$ cat config.mk
export PLATFORM = sky130hd
export DESIGN_NAME = seq_detector_param
export DESIGN_NICKNAME = d
export VERILOG_FILES = /design/src/rtl/seq_det_pkg.sv /design/src/rtl/seq_detector_param_sat_counter.sv /design/src/rtl/seq_detector_param.sv
export SDC_FILE = /design/constraint.sdc
export NUM_CORES = 1
export LEC_CHECK = 0
export CAP_MARGIN = 10
export CORE_MARGIN = 2
export CORE_UTILIZATION = 49
export DETAILED_ROUTE_END_ITERATION = 12
export GPL_TIMING_DRIVEN = 0
export PLACE_DENSITY = 0.74
export SETUP_SLACK_MARGIN = 0.3
export SYNTH_ARGS = -nofsm -noshare
export SYNTH_HDL_FRONTEND = slang
export SYNTH_SLANG_ARGS = --single-unit
$ cat constraint.sdc
create_clock -name clk -period 2.3 [get_ports clk]
set_input_delay 0.46 -clock clk [delete_from_list [all_inputs] [get_ports clk]]
set_output_delay 0.46 -clock clk [all_outputs]
set_load 0.02 [all_outputs]
$ cat src/rtl/seq_det_pkg.sv
// Shared definitions for the parametrised serial sequence detector:
// overlap-mode encodings, default pattern settings and a small helper
// for the history fill counter.
package seq_det_pkg;

    localparam logic       MODE_NOOVL      = 1'b0;
    localparam logic       MODE_OVL        = 1'b1;
    localparam int         DEFAULT_PAT_W   = 4;
    localparam logic [3:0] DEFAULT_PATTERN = 4'b0110;

    // Increment a fill count, saturating at the pattern length.
    function automatic int unsigned fill_step(input int unsigned fill, input int unsigned pat_w);
        fill_step = (fill >= pat_w) ? pat_w : fill + 32'd1;
    endfunction

endpackage

$ cat src/rtl/seq_detector_param_sat_counter.sv
// Clear-priority saturating up-counter used for the detector's match count.
// Reset and clear both force zero; clear beats a simultaneous increment.
module sat_counter #(
    parameter int CNT_W = 8
) (
    input  logic             clk,
    input  logic             reset,
    input  logic             inc,
    input  logic             clr,
    output logic [CNT_W-1:0] q
);

    localparam logic [CNT_W-1:0] CNT_MAX = {CNT_W{1'b1}};
    localparam logic [CNT_W-1:0] CNT_ONE = {{(CNT_W-1){1'b0}}, 1'b1};

    logic [CNT_W-1:0] cnt_r;

    // Count register: reset, then clear, then saturating increment.
    always_ff @(posedge clk) begin
        if (reset) begin
            cnt_r <= {CNT_W{1'b0}};
        end else if (clr) begin
            cnt_r <= {CNT_W{1'b0}};
        end else if (inc && (cnt_r != CNT_MAX)) begin
            cnt_r <= cnt_r + CNT_ONE;
        end else begin
            cnt_r <= cnt_r;
        end
    end

    assign q = cnt_r;

endmodule

$ cat src/rtl/seq_detector_param.sv
// Programmable serial sequence detector. Shifts qualified input bits into a
// history register, tracks how many of those bits are valid, and raises a
// registered one-cycle pulse when the full history equals the loaded pattern.
// Overlapping or non-overlapping matching is selectable each cycle.
module seq_detector_param
    import seq_det_pkg::*;
#(
    parameter int               PAT_W   = DEFAULT_PAT_W,
    parameter logic [PAT_W-1:0] PATTERN = PAT_W'(DEFAULT_PATTERN),
    parameter int               CNT_W   = 8
) (
    input  logic             clk,
    input  logic             reset,
    input  logic             x,
    input  logic             en,
    input  logic             ovl,
    input  logic             pat_load,
    input  logic [PAT_W-1:0] pat_in,
    input  logic             cnt_clr,
    output logic             z,
    output logic [CNT_W-1:0] match_cnt
);

    localparam int               FILL_W    = $clog2(PAT_W + 1);
    localparam logic [FILL_W-1:0] FILL_FULL = FILL_W'(PAT_W);
    localparam logic [FILL_W-1:0] FILL_ZERO = {FILL_W{1'b0}};

    logic [PAT_W-1:0]  pat_r;
    logic [PAT_W-1:0]  hist_r;
    logic [FILL_W-1:0] fill_r;
    logic              z_r;

    logic [PAT_W-1:0]  next_hist_s;
    logic [FILL_W-1:0] next_fill_s;
    logic              match_s;

    // Next history/fill and the match decision for the current edge.
    always_comb begin
        next_hist_s = {hist_r[PAT_W-2:0], x};
        next_fill_s = FILL_W'(fill_step(32'(fill_r), 32'(PAT_W)));
        match_s     = 1'b0;
        if (en && !pat_load) begin
            match_s = (next_fill_s == FILL_FULL) && (next_hist_s == pat_r);
        end else begin
            match_s = 1'b0;
        end
    end

    // Pattern, history, fill and match-pulse registers; load beats data.
    always_ff @(posedge clk) begin
        if (reset) begin
            pat_r  <= PATTERN;
            hist_r <= {PAT_W{1'b0}};
            fill_r <= FILL_ZERO;
            z_r    <= 1'b0;
        end else if (pat_load) begin
            pat_r  <= pat_in;
            hist_r <= {PAT_W{1'b0}};
            fill_r <= FILL_ZERO;
            z_r    <= 1'b0;
        end else if (en) begin
            hist_r <= next_hist_s;
            // Non-overlap mode forgets the matched bits so a full new pattern is needed.
            fill_r <= (match_s && (ovl == MODE_NOOVL)) ? FILL_ZERO : next_fill_s;
            z_r    <= match_s;
        end else begin
            // Idle cycle: history is held, no pulse.
            z_r    <= 1'b0;
        end
    end

    sat_counter #(
        .CNT_W (CNT_W)
    ) u_match_cnt (
        .clk   (clk),
        .reset (reset),
        .inc   (match_s),
        .clr   (cnt_clr),
        .q     (match_cnt)
    );

    assign z = z_r;

endmodule
==> results.json <==
{
  "outcome": "finished, final reports clean",
  "ioPinCount": 20,
  "cts_tree": "yes",
  "grtUsageTotal_pct": 15.5,
  "worstRegToRegCells": 7,
  "area_delta_synth_final_pct": 24.6,
  "worst_path_largest_cell_delay_ps": 650,
  "die_area_mm2": 0.00236,
  "synth.top_cells.by_count": "dfxtp_1 (19), nor2_1 (14), mux2i_1 (9), inv_1 (6)",
  "synth_area_per_cell_um2": 9.66,
  "synthFlopType": "dfxtp_1",
  "worstPathCellList": "clkdlybuf4s50_1",
  "yosysWarnings": 0,
  "die_x_um": 48.6,
  "cp-start-kind": "flop",
  "cts.root.buffer_cell": "clkbuf_4",
  "vdd_drop_max_mv": 0.418,
  "regToRegEndpoint": "u_match_cnt.q[7]",
  "dp_hpwl_mm": 1.25,
  "tightest_slew_ps": 342,
  "crit_arrival_ps": 1420,
  "worst-setup-path-type": "flop to primary output",
  "finalCriticalPeriod_ps": 1880,
  "rsz0062_at_grt": "no",
  "die_h_um": 48.6,
  "viasPerCell": 5.11,
  "route.detailed.drc": 0,
  "fin_setup_tns_ps": 0,
  "ys_top_cells_by_area": "dfxtp_1 (39%), mux2i_1 (9.2%), nor2_1 (5.4%), xnor2_2 (5.0%), ha_1 (3.8%)",
  "power_uw": 570,
  "numCtsBuffers": 3,
  "cp_top_family": "buffers and inverters",
  "r2r_start": "fill_r[1]",
  "gp_congestion": 0.733,
  "synth_most_common_cell": "dfxtp_1",
  "top_layer": "met4",
  "ctsLongestPathBuffers": 2,
  "synth.top_cell.area_share_pct": 39.0,
  "async_reset_ff_share_pct": 0,
  "vias": 756,
  "cp_data_required_time_ps": 1840,
  "syn_inst": 101,
  "drive_gt1_share_pct": 14.9,
  "path_buf_inv": 1,
  "nNetsFinal": 136,
  "setup_violations": 0,
  "power_density_mw_per_mm2": 469,
  "synth.distinct_cells": 31,
  "synth_edf_count": 0,
  "drt_iter0_drc": 9,
  "leakage_uw": 0.000435,
  "slew_headroom_pct": 77.2,
  "clk_latency_ps": 310,
  "wl_met3_um": 84,
  "cts.sinks": 19,
  "syn-num-nets": 115,
  "grt_pass1_wl_mm": 2.87,
  "hold_start": "reset",
  "critPathMaxFanout": 7,
  "wl_per_cell_um": 11.1,
  "fmax_ghz": 0.531,
  "grt_max_degree": 12,
  "antenna_cells": 0,
  "finClkSkew_ps": 12.7,
  "htreeDepth": 1,
  "maxSlewViolCount": 0,
  "clk_pin_slew_ps": 110,
  "antenna_found_initial": 0,
  "io_buffers": 16,
  "fin_crit_sh_pct": 81.9,
  "met2WireLength_um": 722,
  "finalWirelength_mm": 1.65,
  "r2r_slack_ps": 490,
  "hold_viol": 0,
  "grt_overflow_total": 0,
  "hold_class": "input pin to flop",
  "cts_hold_buf": 0,
  "rows": 16,
  "min_delay_worst_endpoint": "pat_r[0]",
  "grt_pass1_vias": 645,
  "post_cts_buffers": 0,
  "wl_met1_um": 811,
  "core_area_mm2": 0.00192,
  "hold_depth": 2,
  "max-cap-violations": 0,
  "synth_seq_cells": 19,
  "critPathSlowestCell": "clkdlybuf4s50_1",
  "synth_top_cell_by_area": "dfxtp_1",
  "end_kind": "primary output",
  "syn_area_um2": 976,
  "ys_seq_area_share_pct": 39.0,
  "ant_nets": 0,
  "first_pass_iters": 4,
  "start_util_pct": 50.8
}
## layout make-up
class                   instances  area [um2]
fillers                       179         706
clock inverters                 1        5.00
clock buffers                   3        22.5
plain buffers                   5        21.3
repair buffers                 16         160
inverters                       6        22.5
flip-flops and latches         19         382
multi-input cells              71         569
well taps                      27        33.8
## registers in the layout, indices dropped and copies added, names as in the netlist
name	count
u_match_cnt.q	8
pat_r	4
fill_r	3
hist_r	3
z	1
## where the power goes
part / internal, uW / leakage [uW] / switching [uW] / total, uW
Combinational: 31.7 / 0.000263 / 26.0 / 57.7
Sequential: 336 / 0.000155 / 5.91 / 341
Clock: 65.0 / 0.0000177 / 106 / 171
## kinds of logic (layout without fill, tap and decap cells)
group	after synthesis	after routing	share of synthesized area [%]
xor+xnor	7	7	8.59
fa+ha+maj	3	3	3.85
compound gates	13	13	12.1
mux	9	9	9.23
buf+inv	11	31	4.49
simple gates	39	39	22.8
flops	19	19	39.0
## placed cells by master, fill, tap and decap left out, drive strengths merged, types with 2 or more instances in the layout
master         Yosys  routed
a21oi              4       4
nand3              4       4
or2                2       2
nor2b              2       2
mux2i              9       9
a21o               3       3
inv                6       6
o2111ai            2       2
nand2              3       3
xnor2              7       7
nand4              3       3
dfxtp             19      19
ha                 3       3
nor2              14      14
buf                2       2
clkbuf             3       6
a211o              2       2
and3               2       2
nor4               2       2
nor3               2       2
clkdlybuf4s50      0      16
## timing repair
action                                  in CTS  in global routing
pin swaps                                    0                  1
endpoints found under the setup margin       1                  6
gates resized for setup                      1                  2
## per-layer routing
metal	global-route usage [%]	vias up
met5	0	-
met4	7.14	0
met3	3.70	4
met2	22.8	17
met1	21.4	344
li1	-	391
## metrics by stage
| step | setup slack, ps | hold slack (ps) | utilization (%) | instances | instance area [um2] |
|---|---|---|---|---|---|
| after floorplan | 511 | 462 | - | 101 | 976 |
| after global placement | 100 | 474 | 60.9 | 144 | 1170 |
| after detailed placement | 75.5 | 487 | 60.9 | 144 | 1170 |
| after CTS | 323 | 482 | 62.6 | 148 | 1200 |
| after global routing | 344 | 496 | 63.3 | 148 | 1220 |
| final | 416 | 487 | 63.3 | 148 | 1220 |
## worst max path at each step
stage	from	end	slack (ps)	cells past startpoint
floorplan	fill_r[0]	u_match_cnt.q[7]	510	7
global placement	x	u_match_cnt.q[7]	100	6
detailed placement	x	u_match_cnt.q[7]	80	6
CTS	fill_r[0]	u_match_cnt.q[3]	320	7
global route	fill_r[1]	u_match_cnt.q[7]	340	7
finish	u_match_cnt.q[2]	match_cnt[2]	420	1
(Power assumes the default switching activity.)
